[src/rtl/xbus_ctrl.sv]
// xbus_ctrl: two-port arbiter and phase sequencer for the 8-bit muxed bus.
// Optional high-address latch cache enabled by defining XBUS_HICACHE_EN.
module xbus_ctrl #(
  parameter bit FIXED_PRIO = 1'b0
) (
  input  logic        clk,
  input  logic        rst_n,
  input  logic        p0_req,
  input  logic        p0_we,
  input  logic        p0_word,
  input  logic [15:0] p0_addr,
  input  logic [15:0] p0_wdata,
  output logic        p0_ack,
  output logic [15:0] p0_rdata,
  input  logic        p1_req,
  input  logic        p1_we,
  input  logic        p1_word,
  input  logic [15:0] p1_addr,
  input  logic [15:0] p1_wdata,
  output logic        p1_ack,
  output logic [15:0] p1_rdata,
  output logic [7:0]  bus_out,
  input  logic [7:0]  bus_in,
  output logic        bus_ind,
  output logic        bus_write,
  output logic        bus_latch_hi,
  output logic        bus_latch_lo
);

  typedef enum logic [2:0] {
    S_IDLE, S_LHI, S_LLO, S_D0, S_D1, S_ACK
  } state_t;

  state_t      state_q, state_d;
  logic        gnt_q, gnt_d;
  logic        last_q, last_d;
  logic        we_q, we_d;
  logic        word_q, word_d;
  logic [15:0] addr_q, addr_d;
  logic [15:0] wdata_q, wdata_d;
  logic [7:0]  rlo_q, rlo_d;
  logic [15:0] p0_rdata_q, p0_rdata_d;
  logic [15:0] p1_rdata_q, p1_rdata_d;
  logic [7:0]  out_q, out_d;
  logic        ind_q, ind_d;
  logic        wr_q, wr_d;
  logic        lhi_q, lhi_d;
  logic        llo_q, llo_d;
  logic        ack0_q, ack0_d;
  logic        ack1_q, ack1_d;
`ifdef XBUS_HICACHE_EN
  logic        hv_q, hv_d;
  logic [7:0]  hr_q, hr_d;
`endif

  logic        both;
  logic        pick;
  logic [15:0] sel_addr;
  logic        sel_word;
  logic [15:0] rd_val;

  assign both     = p0_req & p1_req;
  assign pick     = both ? (~last_q & ~FIXED_PRIO) : p1_req;
  assign sel_addr = pick ? p1_addr : p0_addr;
  assign sel_word = pick ? p1_word : p0_word;
  assign rd_val   = word_q ? {bus_in, rlo_q} : {8'h00, bus_in};

  // Arbitration, request capture, phase sequencing and read capture
  always_comb begin
    state_d    = state_q;
    gnt_d      = gnt_q;
    last_d     = last_q;
    we_d       = we_q;
    word_d     = word_q;
    addr_d     = addr_q;
    wdata_d    = wdata_q;
    rlo_d      = rlo_q;
    p0_rdata_d = p0_rdata_q;
    p1_rdata_d = p1_rdata_q;
`ifdef XBUS_HICACHE_EN
    hv_d       = hv_q;
    hr_d       = hr_q;
`endif
    case (state_q)
      S_IDLE: begin
        if (p0_req | p1_req) begin
          gnt_d   = pick;
          last_d  = pick;
          we_d    = pick ? p1_we : p0_we;
          word_d  = sel_word;
          wdata_d = pick ? p1_wdata : p0_wdata;
          addr_d  = {sel_addr[15:1], sel_addr[0] & ~sel_word};
          state_d = S_LHI;
`ifdef XBUS_HICACHE_EN
          if (hv_q && addr_d[15:8] == hr_q) begin
            state_d = S_LLO;
          end else begin
            hv_d = 1'b1;
            hr_d = addr_d[15:8];
          end
`endif
        end
      end
      S_LHI: state_d = S_LLO;
      S_LLO: state_d = S_D0;
      S_D0: begin
        rlo_d   = bus_in;
        state_d = word_q ? S_D1 : S_ACK;
        if (!word_q && !we_q) begin
          if (gnt_q) p1_rdata_d = rd_val;
          else       p0_rdata_d = rd_val;
        end
      end
      S_D1: begin
        state_d = S_ACK;
        if (!we_q) begin
          if (gnt_q) p1_rdata_d = rd_val;
          else       p0_rdata_d = rd_val;
        end
      end
      S_ACK:   state_d = S_IDLE;
      default: state_d = S_IDLE;
    endcase
  end

  // Bus pins and acks for the state being entered, so they are registered
  always_comb begin
    out_d  = 8'h00;
    ind_d  = 1'b0;
    wr_d   = 1'b0;
    lhi_d  = 1'b0;
    llo_d  = 1'b0;
    ack0_d = 1'b0;
    ack1_d = 1'b0;
    case (state_d)
      S_LHI: begin
        out_d = addr_d[15:8];
        lhi_d = 1'b1;
      end
      S_LLO: begin
        out_d = {addr_d[7:1], 1'b0};
        llo_d = 1'b1;
      end
      S_D0: begin
        ind_d = ~word_d & addr_d[0];
        if (we_d) begin
          out_d = wdata_d[7:0];
          wr_d  = 1'b1;
        end
      end
      S_D1: begin
        ind_d = 1'b1;
        if (we_d) begin
          out_d = wdata_d[15:8];
          wr_d  = 1'b1;
        end
      end
      S_ACK: begin
        ack0_d = ~gnt_d;
        ack1_d = gnt_d;
      end
      default: ;
    endcase
  end

  // State and output registers with synchronous reset
  always_ff @(posedge clk) begin
    if (!rst_n) begin
      state_q    <= S_IDLE;
      gnt_q      <= 1'b0;
      last_q     <= 1'b1;
      we_q       <= 1'b0;
      word_q     <= 1'b0;
      addr_q     <= 16'h0000;
      wdata_q    <= 16'h0000;
      rlo_q      <= 8'h00;
      p0_rdata_q <= 16'h0000;
      p1_rdata_q <= 16'h0000;
      out_q      <= 8'h00;
      ind_q      <= 1'b0;
      wr_q       <= 1'b0;
      lhi_q      <= 1'b0;
      llo_q      <= 1'b0;
      ack0_q     <= 1'b0;
      ack1_q     <= 1'b0;
`ifdef XBUS_HICACHE_EN
      hv_q       <= 1'b0;
      hr_q       <= 8'h00;
`endif
    end else begin
      state_q    <= state_d;
      gnt_q      <= gnt_d;
      last_q     <= last_d;
      we_q       <= we_d;
      word_q     <= word_d;
      addr_q     <= addr_d;
      wdata_q    <= wdata_d;
      rlo_q      <= rlo_d;
      p0_rdata_q <= p0_rdata_d;
      p1_rdata_q <= p1_rdata_d;
      out_q      <= out_d;
      ind_q      <= ind_d;
      wr_q       <= wr_d;
      lhi_q      <= lhi_d;
      llo_q      <= llo_d;
      ack0_q     <= ack0_d;
      ack1_q     <= ack1_d;
`ifdef XBUS_HICACHE_EN
      hv_q       <= hv_d;
      hr_q       <= hr_d;
`endif
    end
  end

  assign p0_ack       = ack0_q;
  assign p1_ack       = ack1_q;
  assign p0_rdata     = p0_rdata_q;
  assign p1_rdata     = p1_rdata_q;
  assign bus_out      = out_q;
  assign bus_ind      = ind_q;
  assign bus_write    = wr_q;
  assign bus_latch_hi = lhi_q;
  assign bus_latch_lo = llo_q;

endmodule

[config.mk]
export PLATFORM = sky130hd
export DESIGN_NAME = xbus_ctrl
export DESIGN_NICKNAME = d
export VERILOG_FILES = /design/src/rtl/xbus_ctrl.sv
export SDC_FILE = /design/constraint.sdc
export NUM_CORES = 1
export LEC_CHECK = 0
export ABC_AREA = 1
export CORE_MARGIN = 2
export CORE_UTILIZATION = 47
export CTS_BUF_LIST = sky130_fd_sc_hd__clkbuf_8
export DETAILED_ROUTE_END_ITERATION = 10
export PLACE_DENSITY = 0.82
export SLEW_MARGIN = 20
export SYNTH_ARGS = -nofsm -noshare
export SYNTH_HDL_FRONTEND = slang
export SYNTH_SLANG_ARGS = --single-unit
[constraint.sdc]
create_clock -name clk -period 1.7 [get_ports clk]
set_clock_uncertainty 0.05 [all_clocks]
set_input_delay 0.17 -clock clk [delete_from_list [all_inputs] [get_ports clk]]
set_output_delay 0.17 -clock clk [all_outputs]
set_load 0.05 [all_outputs]
# After elaboration in Yosys (flattened, before gate mapping)
# Cells that the tools add are included.
dict set report word_totals {
  regBits 93
  input_bits 80
}
dict set report classes {
  n_eq_ne 11
  mux 34
  n_bitwise 8
  n_reduce_logical 10
}
# op count
set ops {}
lappend ops {{$mux 16} 13}
lappend ops {{$pmux 16 s2} 2}
lappend ops {{$pmux 8 s4} 1}
lappend ops {{$mux 8} 2}
lappend ops {{$pmux 3 s5} 1}
lappend ops {{$mux 1} 13}
lappend ops {{$eq 3x2->1 const B} 4}
lappend ops {{$eq 3x3->1 const B} 3}
lappend ops {{$eq 3x1->1 const B} 2}
lappend ops {{$reduce_and 2->1} 3}
lappend ops {{$ne 2x2->1 const B} 2}
lappend ops {{$not 1->1} 4}
lappend ops {{$and 1x1->1} 3}
lappend ops {{$logic_not 3->1} 1}
lappend ops {{$mux 3} 1}
lappend ops {{$reduce_and 3->1} 1}
lappend ops {{$logic_not 1->1} 2}
lappend ops {{$pmux 1 s2} 1}
lappend ops {{$reduce_bool 2->1} 1}
lappend ops {{$reduce_or 2->1} 1}
lappend ops {{$logic_and 1x1->1} 1}
lappend ops {{$or 1x1->1} 1}

# Depth between registers and ports, before layout
# Gate-level depths: netlist of the first run.
dict set report depth {
  word_depth 9
  mapped_depth 11
  ltp_nobuf 10
}

# Least setup slack after synthesis of the first run
# No wires, ideal clock.
dict set report synth_path {
  kind {flip-flop to flip-flop}
  start {register state_q[0]}
  end {register out_q[1], in the netlist bus_out[1]}
  arrival_ns 1.306
  slack_ns 0.216
  stages_incl_launch_ff 11
  n_path_buf 2
  synth_period_minus_slack_ns 1.484
  path_cell_list {dfxtp_1 buf_2 nor2_4 nand2_1 nor2_1 buf_2 nand3_1 nand3_1 nand3_1 nor2_1 nor2_1}
}
dict set report synth_via {
  elab_chain_len 4
  word_cells_on_any_way 17
  classes_between {eq/ne (8); mux (8); reduce/logical (1)}
}
# item line
set synth_rtl {}
lappend synth_rtl {{from (decl)} 34} ;# state_t state_q, state_d;
lappend synth_rtl {{from (signal assigned)} 191} ;# state_q <= state_d;
lappend synth_rtl {{$eq 3x3->1, or another cell as far along} 84} ;# case (state_q)
lappend synth_rtl {{$pmux 3 s5, or another cell as far along} 84}
lappend synth_rtl {{$eq 3x3->1, or another cell as far along} 135} ;# case (state_d)
lappend synth_rtl {{$pmux 8 s4 (*)} 135}
lappend synth_rtl {{to (signal assigned)} 201} ;# out_q <= out_d;
lappend synth_rtl {{to (decl)} 44} ;# logic [7:0] out_q, out_d;
# Every way passes the cells marked *; elsewhere a longest branch is shown, timed or not.
# A chain may end at the register's enable or synchronous reset.

# Worst setup path in the final report of the first run
dict set report layout_path {
  start {register out_q[4], in the netlist bus_out[4]}
  end {output bus_out[4]}
}
# item line
set layout_lines {}
lappend layout_lines {{to (decl)} 22} ;# output logic [7:0] bus_out,
# No word-level cell between the ends.

==> reports/metrics.yaml, run 1 <==
min_from: "bus_in[1]"
hold_path_class: "input port to flop"
layout_commonest_cell: "nand2_1"
gp_congestion: 0.9291
cp_top_family: "buffers and inverters"
grt_usage_pct: 26.85
yosysSeqAreaShare_pct: 44.49
drtIter0Drc: 353
grt_pass1_vias: 4026
cts_tree: "yes"
placed_cells: 795
cap_violations: 0
vias_per_cell: 5.173
wl_per_cell_um: 14.34
die-area_um2: 8876
crit_type: "flop to output port"
rows: 32
drtPass1Iterations: 6
relSlewSlack_pct: 66.61
arrival_ns: 1.45
synth_warnings: 0
rrSetupSlack_ns: 0.10
reg2regPathDepth: 9
yosys.area.top_type: "dfxtp_1"
hold_buffers: 0
path_buf_inv: 1
dp_hpwl_um: 8654
cts_sinks: 85
io_pins: 126
worstReg2RegEnd: "p0_rdata[11]"
startpoint_type: "flop"
setup_tns_ns: 0
whs_ns: 0.4056
p_leak_nw: 2.586
drc: 0
die_y_um: 94.21
whs_endpoint: "rlo_q[1]"
status: "complete, no violations"
path_clk_slew_ns: 0.09
area_growth_pct: 46.39
cts_inserted_buffers: 9
worst_pin_slew_ns: 0.5000
layout_common_cells: "nand2_1 (160), dfxtp_1 (82), clkdlybuf4s50_1 (80)"
critPathMaxStageDelay_ns: 0.79
placed_area_um2: 5305
cts_htree_levels: 3
finalPower_mw: 5.193
nNetsFinal: 792
antenna_found_initial: 0
cts-root-buf: "clkbuf_8"
required_ns: 1.48
setup_viol: 0
crit_start: "bus_out[4]"
path_max_fanout: 1
path_cells: "clkdlybuf4s50_1"
p_per_area_nw_per_um2: 927.5
cts_max_path_buffers: 2
synth_cell_types: 27
syn_area_um2: 3825
final_antenna_net_count: 0
overflow: 0
grt_pass1_wl_um: 18880
clk-insertion-delay-late_ns: 0.35
dpl_worst_slack_ns: -0.2083
final.fill_count: 654
numPortBuffers: 125
crit_slowest_cell: "clkdlybuf4s50_1"
final_core_util_pct: 71.71
endpoint_kind: "output port"
synthTopCellsByArea: "dfxtp_1 (44%), nand2_1 (16%), nor2_1 (7.4%), nand3_1 (6.0%), a21oi_1 (5.2%)"
synth_nets: 640
n_antenna_cell: 0
routed_wl_um: 11740
maxSlewViolCount: 0
ys_ff_latch: 85
r2r-start: "state_q[1]"
start_util_pct: 48.99
grt_max_degree: 44
synth.top_cell.area_share_pct: 44.49
final-hold-violation-count: 0
vias: 4237
max_freq_mhz: 598.4
layout-drive-gt1-share_pct: 18.83
die_w_um: 94.21
period_share_pct: 98.30
netlist_instances: 560
fin_cells: 819
postSynthAreaPerCell_um2: 6.830
coreArea_um2: 7807
worst_slack_ns: 0.02887
final_area_um2: 5599
min_period_ns: 1.671
peakVddDrop_mv: 0.5819
min_path_cells: 3
## worst reg2reg max path: stages, from the launching register on
cell	delay (ns)
dfxtp_4	0.39
nand2_2	0.09
inv_2	0.08
nor2_2	0.05
nor2_4	0.14
nand2_2	0.09
nor2_4	0.26
inv_2	0.16
nand2_1	0.11
a21oi_1	0.07
## cell usage after synthesis, drive strengths merged
cell,n
nor4,2
clkinv,2
o21ai,32
inv,42
nand4,9
buf,17
or2,15
clkbuf,14
nand3,48
nand2,165
dfxtp,85
a31oi,1
nor2,81
nor3,3
o211ai,3
a21oi,41
## power breakdown
| group | switching, mW | internal (mW) | total (mW) |
|---|---|---|---|
| Sequential | 0.0858 | 2.17 | 2.26 |
| Combinational | 0.941 | 0.698 | 1.64 |
| Clock | 0.759 | 0.539 | 1.30 |
## cell families after synthesis
kind of cell	synth area share, %
DFF	44.49
buffers and inverters	8.538
AOI/OAI and AO/OA	10.40
and+or+nand+nor	36.57
## registers in the layout, summed over array words and instances, names as in the netlist
| register | flops |
|---|---|
| addr_q | 8 |
| bus_ind | 1 |
| bus_latch_hi | 1 |
| bus_latch_lo | 1 |
| bus_out | 8 |
| bus_write | 1 |
| gnt_q | 1 |
| last_q | 1 |
| p0_ack | 1 |
| p0_rdata | 16 |
| p1_ack | 1 |
| p1_rdata | 16 |
| rlo_q | 8 |
| state_q | 3 |
| wdata_q | 16 |
| we_q | 1 |
| word_q | 1 |
## worst max path at each step
stage / endpoint / slack, ns / cells past startpoint
2_1_floorplan: bus_out[1] / 0.22 / 10
3_3_place_gp: bus_out[3] / -0.17 / 9
3_5_place_dp: bus_out[1] / -0.21 / 9
4_1_cts: bus_out[3] / 0.003 / 1
5_1_grt: bus_out[7] / -0.001 / 9
6_report: bus_out[4] / 0.03 / 1
## final cells by class
type                    count  area [µm²]  area share [%]
repair buffers            172        1599           28.56
clock inverters             7       51.30          0.9162
multi-input cells         400        1824           32.58
well taps                 102       127.6           2.279
clock buffers               9       123.9           2.212
flip-flops and latches     85        1708           30.50
inverters                  44       165.2           2.950
## what timing repair did
item,CTS,global route
setup endpoints to repair,12,40
gates cloned,0,2
gates resized for setup,11,10
pin swaps,0,4
setup buffers,0,7
## routing by layer
metal | global-route usage (%) | vias up | wire length (µm)
met2 | 45.48 | 161 | 5684
met4 | 8.696 | 0 | 270
met1 | 34.99 | 1971 | 5086
li1 | - | 2078 | -
met5 | 0 | - | 0
met3 | 4.173 | 27 | 699
Note: power is estimated with default switching activity, not from simulation.
==> inputs of run 2 (changes only) <==
--- a/config.mk
+++ b/config.mk
@@ -6,11 +6,13 @@
 export NUM_CORES = 1
 export LEC_CHECK = 0
 export ABC_AREA = 1
+export CAP_MARGIN = 5
+export CORE_ASPECT_RATIO = 1.1
 export CORE_MARGIN = 2
-export CORE_UTILIZATION = 47
-export CTS_BUF_LIST = sky130_fd_sc_hd__clkbuf_8
+export CORE_UTILIZATION = 46
+export CTS_BUF_LIST = sky130_fd_sc_hd__clkbuf_8 sky130_fd_sc_hd__clkbuf_16
 export DETAILED_ROUTE_END_ITERATION = 10
-export PLACE_DENSITY = 0.82
+export PLACE_DENSITY = 0.8
 export SLEW_MARGIN = 20
 export SYNTH_ARGS = -nofsm -noshare
 export SYNTH_HDL_FRONTEND = slang
==> run 2 against run 1 <==
Compared with the run above: die area rose by 2.1%; clock power rose by 15%; largest cell class unchanged; sequential share of layout area fell by 0.13 points; critical path type is now flop to flop; power rose by 2.8%; cell area rose by 0.27%; combinational power fell by 3%.
==> reports/metrics.yaml, run 2 (synthesis results as in run 1) <==
die_y_um: 99.64  # +5.8%
dp_hpwl_um: 8407  # -2.9%
final.fill_count: 672  # +2.8%
drc: 0  # unchanged
vias_per_cell: 5.063  # -2.1%
cts_inserted_buffers: 9  # unchanged
setup_viol: 0  # unchanged
max_freq_mhz: 619.3  # +3.5%
fin_cells: 822  # +0.37%
final-hold-violation-count: 0  # unchanged
hold_path_class: "input port to flop"
io_pins: 126  # unchanged
cts_max_path_buffers: 2  # unchanged
reg2regPathDepth: 9  # unchanged
start_util_pct: 47.83  # -1.2 points
worst_pin_slew_ns: 0.5066  # +0.006652 ns
peakVddDrop_mv: 0.6396  # +9.9%
overflow: 0  # unchanged
grt_pass1_wl_um: 18060  # -4.3%
rows: 34  # +6.3%
whs_ns: 0.4098  # +0.004229 ns
placed_cells: 803  # +1.0%
startpoint_type: "flop"
final_core_util_pct: 70.20  # -1.5 points
nNetsFinal: 789  # -0.38%
min_path_cells: 3  # unchanged
die-area_um2: 9061  # +2.1%
grt_pass1_vias: 3894  # -3.3%
combPwrFrac_pct: 29.9  # -1.7 points
r2r-start: "state_q[0]"
p_sw_mw: 1.788  # about the same
grt_usage_pct: 24.58  # -2.3 points
rrSetupSlack_ns: 0.09  # about the same
required_ns: 1.89  # +0.41 ns
rsz0062_at_grt: "false"
numPortBuffers: 125  # unchanged
grt_max_degree: 44  # unchanged
period_share_pct: 94.98  # -3.3 points
sw_frac_of_total_pct: 33.49  # -0.91 points
p_int_mw: 3.550  # +4.2%
crit_type: "flop to flop"
clkPwrFrac_pct: 27.9  # +2.9 points
coreArea_um2: 7998  # +2.4%
layout-drive-gt1-share_pct: 18.35  # -0.48 points
vias: 4162  # -1.8%
finalPower_mw: 5.338  # +2.8%
drtIter0Drc: 355  # +0.57%
min_period_ns: 1.615  # -0.05643 ns
worstReg2RegEnd: "bus_out[5]"
clk-insertion-delay-late_ns: 0.36  # about the same
relSlewSlack_pct: 66.17  # -0.44 points
path_max_fanout: 17  # +16
cts_tree: "yes"
dpl_worst_slack_ns: -0.1113  # +0.09696 ns
gp_congestion: 0.8395  # -9.6%
p_per_area_nw_per_um2: 950.8  # +2.5%
cts_sinks: 85  # unchanged
routed_wl_um: 11310  # -3.7%
status: "complete, no violations"
layout_commonest_cell: "nand2_1"
antenna_found_initial: 0  # unchanged
final_antenna_net_count: 0  # unchanged
area_growth_pct: 46.78
cts_htree_levels: 3  # unchanged
p_leak_nw: 2.608  # +0.82%
path_clk_slew_ns: 0.09  # about the same
die_w_um: 90.95  # -3.5%
maxSlewViolCount: 0  # unchanged
cts-root-buf: "clkbuf_8"
wl_per_cell_um: 13.76  # -4.0%
arrival_ns: 1.81  # +0.36 ns
endpoint_kind: "flop"
n_antenna_cell: 0  # unchanged
worst_slack_ns: 0.08530  # +0.05643 ns
pwr-share-seq_pct: 42.3  # -1.1 points
crit_end: "bus_out[5]"
layout_common_cells: "nand2_1 (159), dfxtp_1 (82), clkdlybuf4s50_1 (79)"
drtPass1Iterations: 5  # -1
crit_start: "state_q[0]"
cap_violations: 0  # unchanged
## run 2: routing by layer
metal	up-vias	global-route usage (%)	wire, µm
li1	2074	-	-
met1	1913	30.28	4844
met2	153	42.62	5539
met3	22	4.318	668
met4	0	10.02	257
met5	-	0	0
## run 2: how the worst min path moves through the flow
stage	to	slack (ns)	from
6_report	rlo_q[7]	0.41	bus_in[7]
2_1_floorplan	rlo_q[0]	0.25	bus_in[0]
3_3_place_gp	p1_rdata[6]	0.40	p1_rdata[6]
5_1_grt	p1_rdata[14]	0.43	bus_in[6]
3_5_place_dp	p1_rdata[7]	0.41	p1_rdata[7]
4_1_cts	rlo_q[7]	0.40	bus_in[7]
## run 2: metrics by stage
step	setup TNS, ns	instance area, µm²
final	0	5614
after global routing	0	5614
after CTS	0	5548
after detailed placement	-0.9521	5353
after global placement	-0.5613	5353
after floorplan	0	3825
## run 2: critical path, cell delays in order (launching register included)
cell and delay [ns]:
dfxtp_2 0.36, nor2_4 0.18, nand2_2 0.09, nor2_4 0.18, buf_12 0.17, nand3_1 0.11, nand3_1 0.10, nand3_1 0.10
nor2_1 0.11, nor2_1 0.04
## run 2: area by class of cell
cell class / instances / area [µm²] / area share (%)
multi-input cells: 400 / 1814 / 32.32
flip-flops and latches: 85 / 1705 / 30.38
repair buffers: 169 / 1587 / 28.26
inverters: 44 / 165.2 / 2.942
well taps: 108 / 135.1 / 2.407
clock buffers: 9 / 123.9 / 2.206
clock inverters: 7 / 83.83 / 1.493
## run 2: power groups by stage
stage	Sequential (mW)	Clock, mW	Combinational [mW]
floorplan	2.48	0	0.697
global placement	2.29	0	1.51
detailed placement	2.30	0	1.54
CTS	2.25	1.50	1.54
global route	2.27	1.58	1.74
finish	2.26	1.49	1.59
## run 2: timing repair
action | 4_1_cts | 5_1_grt
setup endpoints to repair | 10 | 37
resized for setup | 10 | 10
setup buffers | 0 | 2
cloned | 0 | 1
endpoints found under the hold margin | 0 | 0
hold buffers | 0 | 0
pin swaps | 0 | 2
